**src/rtl/pmp_csr_regs.sv**
```systemverilog
// Machine-mode PMP configuration/address register file (RV64) with lock, TOR-lock
// and WARL write rules. Registered one-cycle CSR response; live state feeds the PMP check.
module pmp_csr_regs #(
    parameter int unsigned NrPMPEntries = 8,
    parameter int unsigned PLEN         = 56,
    localparam int unsigned NE          = (NrPMPEntries > 0) ? NrPMPEntries : 1
) (
    input  logic                     clk_i,
    input  logic                     rst_ni,
    input  logic                     csr_req_i,
    input  logic                     csr_we_i,
    input  logic [11:0]              csr_addr_i,
    input  logic [63:0]              csr_wdata_i,
    input  logic [1:0]               priv_lvl_i,
    output logic                     csr_rsp_valid_o,
    output logic [63:0]              csr_rdata_o,
    output logic                     csr_illegal_o,
    output logic [NE-1:0][7:0]       pmpcfg_o,
    output logic [NE-1:0][PLEN-3:0]  pmpaddr_o,
    output logic                     pmp_update_o
);

    localparam logic [1:0] PRIV_M = 2'b11;
    localparam logic [1:0] A_TOR  = 2'b01;

    logic [NE-1:0][7:0]      cfg_q, cfg_d;
    logic [NE-1:0][PLEN-3:0] addr_q, addr_d;
    logic [NE-1:0]           tor_lock;
    logic [63:0]             rd;
    logic [7:0]              wbyte;
    logic                    is_cfg0, is_cfg2, is_addr, legal, wr_en, changed;

    assign is_cfg0 = (csr_addr_i == 12'h3A0);
    assign is_cfg2 = (csr_addr_i == 12'h3A2);
    assign is_addr = (csr_addr_i[11:4] == 8'h3B);
    assign legal   = (priv_lvl_i == PRIV_M) && (is_cfg0 || is_cfg2 || is_addr);
    assign wr_en   = csr_req_i && legal && csr_we_i;

    // An address entry is frozen when the next entry is a locked TOR top bound.
    always_comb begin
        tor_lock = '0;
        for (int i = 0; i < int'(NE) - 1; i++)
            tor_lock[i] = cfg_q[i+1][7] && (cfg_q[i+1][4:3] == A_TOR);
    end

    // Read mux and next-state; every rule is evaluated against the pre-write state.
    always_comb begin
        cfg_d  = cfg_q;
        addr_d = addr_q;
        rd     = '0;
        wbyte  = '0;
        for (int i = 0; i < int'(NE); i++) begin
            if (i < int'(NrPMPEntries)) begin
                wbyte = csr_wdata_i[8*(i%8) +: 8];
                if ((i < 8) ? is_cfg0 : is_cfg2) begin
                    rd[8*(i%8) +: 8] = cfg_q[i];
                    if (wr_en && !cfg_q[i][7] && !(wbyte[1] && !wbyte[0]))
                        cfg_d[i] = wbyte & 8'h9F;
                end
                if (is_addr && csr_addr_i[3:0] == 4'(i)) begin
                    rd = {{(66-PLEN){1'b0}}, addr_q[i]};
                    if (wr_en && !cfg_q[i][7] && !tor_lock[i])
                        addr_d[i] = csr_wdata_i[PLEN-3:0];
                end
            end
        end
    end

    assign changed = (cfg_d != cfg_q) || (addr_d != addr_q);

    always_ff @(posedge clk_i) begin
        if (!rst_ni) begin
            cfg_q           <= '0;
            addr_q          <= '0;
            csr_rsp_valid_o <= 1'b0;
            csr_rdata_o     <= '0;
            csr_illegal_o   <= 1'b0;
            pmp_update_o    <= 1'b0;
        end else begin
            cfg_q           <= cfg_d;
            addr_q          <= addr_d;
            csr_rsp_valid_o <= csr_req_i;
            csr_illegal_o   <= csr_req_i && !legal;
            csr_rdata_o     <= (csr_req_i && legal && !csr_we_i) ? rd : 64'd0;
            pmp_update_o    <= wr_en && changed;
        end
    end

    assign pmpcfg_o  = cfg_q;
    assign pmpaddr_o = addr_q;

endmodule

```
**config.mk**
```make
export PLATFORM = sky130hd
export DESIGN_NAME = pmp_csr_regs
export DESIGN_NICKNAME = d
export VERILOG_FILES = /design/src/rtl/pmp_csr_regs.sv
export SDC_FILE = /design/constraint.sdc
export NUM_CORES = 2
export LEC_CHECK = 0
export ABC_AREA = 1
export BUFFER_PORTS_ARGS = -buffer_cell sky130_fd_sc_hd__buf_2
export CAP_MARGIN = 20
export CORE_ASPECT_RATIO = 2
export CORE_UTILIZATION = 29
export CTS_CLUSTER_SIZE = 40
export DETAILED_ROUTE_END_ITERATION = 8
export PLACE_DENSITY = 0.49
export SLEW_MARGIN = 20
export SYNTH_ARGS = -nofsm -noshare
export SYNTH_HDL_FRONTEND = slang
export SYNTH_SLANG_ARGS = --single-unit
```
**constraint.sdc**
```tcl
create_clock -name clk_i -period 2.8 [get_ports clk_i]
set_clock_uncertainty 0.1 [all_clocks]
set_input_delay 0.42 -clock clk_i [delete_from_list [all_inputs] [get_ports clk_i]]
set_output_delay 0.42 -clock clk_i [all_outputs]
set_load 0.005 [all_outputs]
```
==> flow_summary.json, run 1 <==
{
  "syn_nets": 4876,
  "synth_xor_area_share_pct": 0,
  "clk_path_buf_depth": 3,
  "seq_area_frac_synth_pct": 35.00,
  "place_congestion": 1.190,
  "synthSimpleGateAreaFrac_pct": 34.06,
  "syn_area_um2": 32200,
  "htree_levels": 2,
  "status": "did not finish",
  "boundaryPins": 645,
  "cts_root_buf": "clkbuf_16",
  "die_h_um": 473.2,
  "num_rows": 172,
  "failing_step": "global routing (5_1_grt)",
  "yosys_warnings": 0,
  "yosys.area_share.adder_pct": 0,
  "cts_buffers": 52,
  "grt_start_max_net_pins": 106,
  "synthArstFlopShare_pct": 0,
  "synth_edf_count": 0,
  "grt_pass1_wl_um": 608600,
  "fp.dieW_um": 237.6,
  "synth_flop_cell": "dfxtp_1",
  "io_buffers": 641,
  "start_util_pct": 29.28,
  "error_line": "[ERROR GRT-0116] Global routing finished with congestion. Check the congestion regions in the DRC Viewer.",
  "synth_top_family_by_area": "simple AND/OR/NAND/NOR gates",
  "cts_sinks": 563,
  "grt_usage_pct": 77.25,
  "synth_compound_area_share_pct": 20.58,
  "syn_inst": 4794,
  "synth_cell_types": 34,
  "ys_ff_latch": 563,
  "muxShareOfSynthArea_pct": 0,
  "first_global_vias": 56388,
  "avgSynthCellArea_um2": 6.717,
  "place_hpwl_um": 297100,
  "overflow": 685
}
timing repair:
action                     4_1_cts
resized for setup              111
hold buffers                     6
pin swaps                       37
setup endpoints to repair       15
gates cloned                     4
setup buffers                   12
hold endpoints to repair         6
layer usage:
metal	GRT overflow	GRT usage [%]
met4	276	80.82
met3	3	57.37
met2	404	94.67
met5	0	16.82
met1	2	78.83
cell usage after synthesis (4+ instances only):
master     number  area [µm²]
o2111ai_1       4       35.03
o22ai_1        29       181.4
inv_1         345        1295
nand3_1       633        3168
clkbuf_1      240       900.9
buf_1          22       82.58
buf_4          23       172.7
nor2_2          9       56.30
nand4_1        63       394.1
dfxtp_1       563       11270
nand2_1       629        2361
a21oi_1        72       360.4
a211oi_1      379        2845
o21ai_0       348        1742
inv_2           7       26.28
nor2_1        780        2928
o221ai_1       76       665.6
o211ai_1       45       337.8
o21ai_1        28       140.1
clkinv_1       20       75.07
o32ai_1         4       35.03
buf_2         154       770.7
nand3b_1      246        1847
a31oi_1        27       168.9
nor3_1         23       115.1
o31ai_1        12       90.09
cell families after synthesis:
| family | Yosys count |
|---|---|
| flops | 563 |
| compound gates | 1027 |
| simple gates | 2392 |
| buf+inv | 812 |
through the flow:
| stage | std cells | TNS, ps | area (µm²) | setup slack (ps) |
|---|---|---|---|---|
| after detailed placement | 7560 | -54100 | 45100 | -1166 |
| after CTS | 7670 | -218.0 | 47470 | -218.0 |
| after global placement | 7560 | -48170 | 45100 | -1209 |
| after floorplan | 4794 | 0 | 32200 | 396.4 |
==> run 2: changes to the inputs <==
--- a/config.mk
+++ b/config.mk
@@ -8,11 +8,9 @@
 export ABC_AREA = 1
 export BUFFER_PORTS_ARGS = -buffer_cell sky130_fd_sc_hd__buf_2
 export CAP_MARGIN = 20
-export CORE_ASPECT_RATIO = 2
-export CORE_UTILIZATION = 29
-export CTS_CLUSTER_SIZE = 40
+export CORE_UTILIZATION = 20
 export DETAILED_ROUTE_END_ITERATION = 8
-export PLACE_DENSITY = 0.49
+export PLACE_DENSITY_LB_ADDON = 0.15
 export SLEW_MARGIN = 20
 export SYNTH_ARGS = -nofsm -noshare
 export SYNTH_HDL_FRONTEND = slang
==> flow_summary.json, run 2 <==
{
  "seq_power_share_pct": 38.2,
  "start_util_pct": 20.24,
  "rr_endpoint": "pmp_update_o",
  "p_switching_uw": 6146,
  "yosys-top-cells-count": "nor2_1 (780), nand3_1 (633), nand2_1 (629), dfxtp_1 (563), a211oi_1 (379)",
  "design_area_um2": 51420,
  "final_cell_mix": "buf_4 (1164), nor2_1 (728), buf_2 (641)",
  "reg2regPathDepth": 19,
  "grt_start_max_net_pins": 82,
  "max_freq_ghz": 0.3164,
  "fp.dieW_um": 403.2,
  "drc": 0,
  "status": "finished with violations",
  "seq_area_frac_synth_pct": 35.00,
  "worstSkewPairLatency_ps": 740,
  "synth_area_leaders": "dfxtp_1 (35%), nand3_1 (9.8%), nor2_1 (9.1%)",
  "synth_cell_types": 34,
  "overflow": 0,
  "cp-endpoint": "pmp_update_o",
  "fin_crit_sh_pct": 112.9,
  "final.fill_count": 17636,
  "clk_path_buf_depth": 3,
  "layout-drive-gt1-share_pct": 34.74,
  "worst_setup_path_start_kind": "flip-flop",
  "setup_violations": 3,
  "violations": "setup timing",
  "ant_nets": 0,
  "first_global_vias": 44249,
  "regArea_um2": 11280,
  "critPathCaptureType": "flip-flop",
  "yosys_warnings": 0,
  "die_h_um": 403.2,
  "tns_ps": -471.6,
  "place_hpwl_um": 320500,
  "cp.arrival_ps": 3700,
  "syn_area_um2": 32200,
  "hp-start": "csr_wdata_i[52]",
  "largest_register_ffs": 432,
  "slew_headroom_pct": 7.461,
  "synthArstFlopShare_pct": 0,
  "nets": 6485,
  "syn_nets": 4876,
  "place_area_um2": 47700,
  "dieArea_um2": 162600,
  "hold_viol": 0,
  "sw_frac_of_total_pct": 29.33,
  "r2r_slack_ps": -360,
  "p_leak_uw": 0.02327,
  "dr_total_vias": 48646,
  "cts_tree": "done",
  "boundaryPins": 645,
  "coreArea_um2": 159100,
  "place_congestion": 1.110,
  "synth_flop_cell": "dfxtp_1",
  "hold_class": "input pin to flip-flop",
  "io_buffers": 641,
  "combPwrFrac_pct": 10.1,
  "antenna_found_initial": 62,
  "multiInputGateArea_um2": 18150,
  "routed_wl_um": 393400,
  "power_uw": 20950,
  "num_rows": 146,
  "cts_sinks": 563,
  "clk_pin_slew_ps": 60,
  "areaGrowthSynthToFinish_pct": 59.69,
  "vdd_ir_drop_max_mv": 0.4471,
  "vias_per_cell": 5.636,
  "drt-initial-drc-count": 7485,
  "dr.pass1.iters": 6,
  "p_clk_share_pct": 51.7,
  "worstMarginPinSlew_ps": 1382,
  "holdWs_ps": 42.62,
  "synth_edf_count": 0,
  "final_common_cell": "buf_4",
  "yosys.area.top_type_share_pct": 35.00,
  "yosysMostFrequentCell": "nor2_1",
  "yosys.area.top_type": "dfxtp_1",
  "cts_root_buf": "clkbuf_16",
  "cts_buffers": 75,
  "routedWlPerCell_um": 45.58,
  "crit_path_start": "pmpcfg_o[23]",
  "avgSynthCellArea_um2": 6.717,
  "min_period_ps": 3161,
  "slew_viol_final": 0,
  "path_class": "flip-flop to flip-flop",
  "max_cap_violations": 0,
  "cp_data_required_time_ps": 3340,
  "rr_startpoint": "pmpcfg_o[23]",
  "worstPathMaxFanout": 6,
  "rsz0062_at_grt": "yes",
  "grt_usage_pct": 46.61,
  "worst_slack_ps": -360.7,
  "power_density_nw_per_um2": 407.5,
  "syn_inst": 4794,
  "htree_levels": 3,
  "grt_pass1_wl_um": 488100,
  "p_int_uw": 14810,
  "ys_ff_latch": 563
}
## run 2: cell counts after synthesis
Identical to the previous run, type by type.
## run 2: cells by family after synthesis
group | after synthesis | synth area share, %
simple gates | 2392 | 34.06
compound gates | 1027 | 20.58
buf+inv | 812 | 10.36
flops | 563 | 35.00
## run 2: worst min path at each step
stage                           endpoint  depth (start not counted)
after floorplan             pmpcfg_o[53]                          2
after global placement      pmpcfg_o[38]                          2
after detailed placement    pmpcfg_o[38]                          2
after CTS                 pmpaddr_o[333]                          4
after global routing        pmpcfg_o[55]                          4
final                     pmpaddr_o[376]                          4
## run 2: power by group through the flow
stage / Clock [µW] / Combinational (µW) / Sequential [µW]
after global routing: 11100 / 1970 / 8010
final: 10800 / 2110 / 8010
after detailed placement: 0 / 1950 / 8190
after CTS: 10900 / 1960 / 8010
after floorplan: 0 / 369 / 8190
after global placement: 0 / 1960 / 8190
## run 2: cell type report
class                      count  share of cell area, %
timing repair buffer        1972                  29.49
sequential                   563                  21.93
tap                         2146                  5.222
clock inverter                27                 0.8492
antenna                       23                 0.1119
clock buffer                 109                  4.351
multi-input combinational   3419                  35.30
inverter                     372                  2.747
## run 2: timing repair
action,4_1_cts,5_1_grt
endpoints found under the setup margin,9,28
hold buffers,6,0
gates cloned,4,2
resized for setup,141,43
endpoints found under the hold margin,7,0
buffers inserted,9,4
pin swaps,46,15
## run 2: metal layers
metal  track usage, %  share of wire, %  vias up
met5                0             0.047        -
met4            34.59               8.7       26
met3            10.38               8.8      964
met2            68.79                42     3431
met1            59.22                41    24371
li1                 -                 -    19854
## run 2: per-stage QoR
stage          utilization (%)  setup WS [ps]  std cells
2_1_floorplan                -          396.4       4794
3_3_place_gp             29.98          -1406       8448
3_5_place_dp             29.98          -1315       8448
4_1_cts                  32.14         -212.2       8602
5_1_grt                  32.29         -440.5       8611
6_report                 32.32         -360.7       8631
## run 2: worst max-delay path, cell delays in order (launching register included)
cell,delay [ps]
dfxtp_1,330
inv_1,50
buf_4,160
nand3b_1,80
nor2_1,130
buf_4,220
nand3b_1,370
o21ai_2,160
buf_4,170
nor2_1,230
nand2_1,110
nor2_2,190
buf_4,160
nand2_1,70
nor2_4,130
nand2_1,80
nor2_2,120
nand4_1,100
nand2_1,80
inv_1,30
No activity file was read; power rests on OpenSTA's default activity.
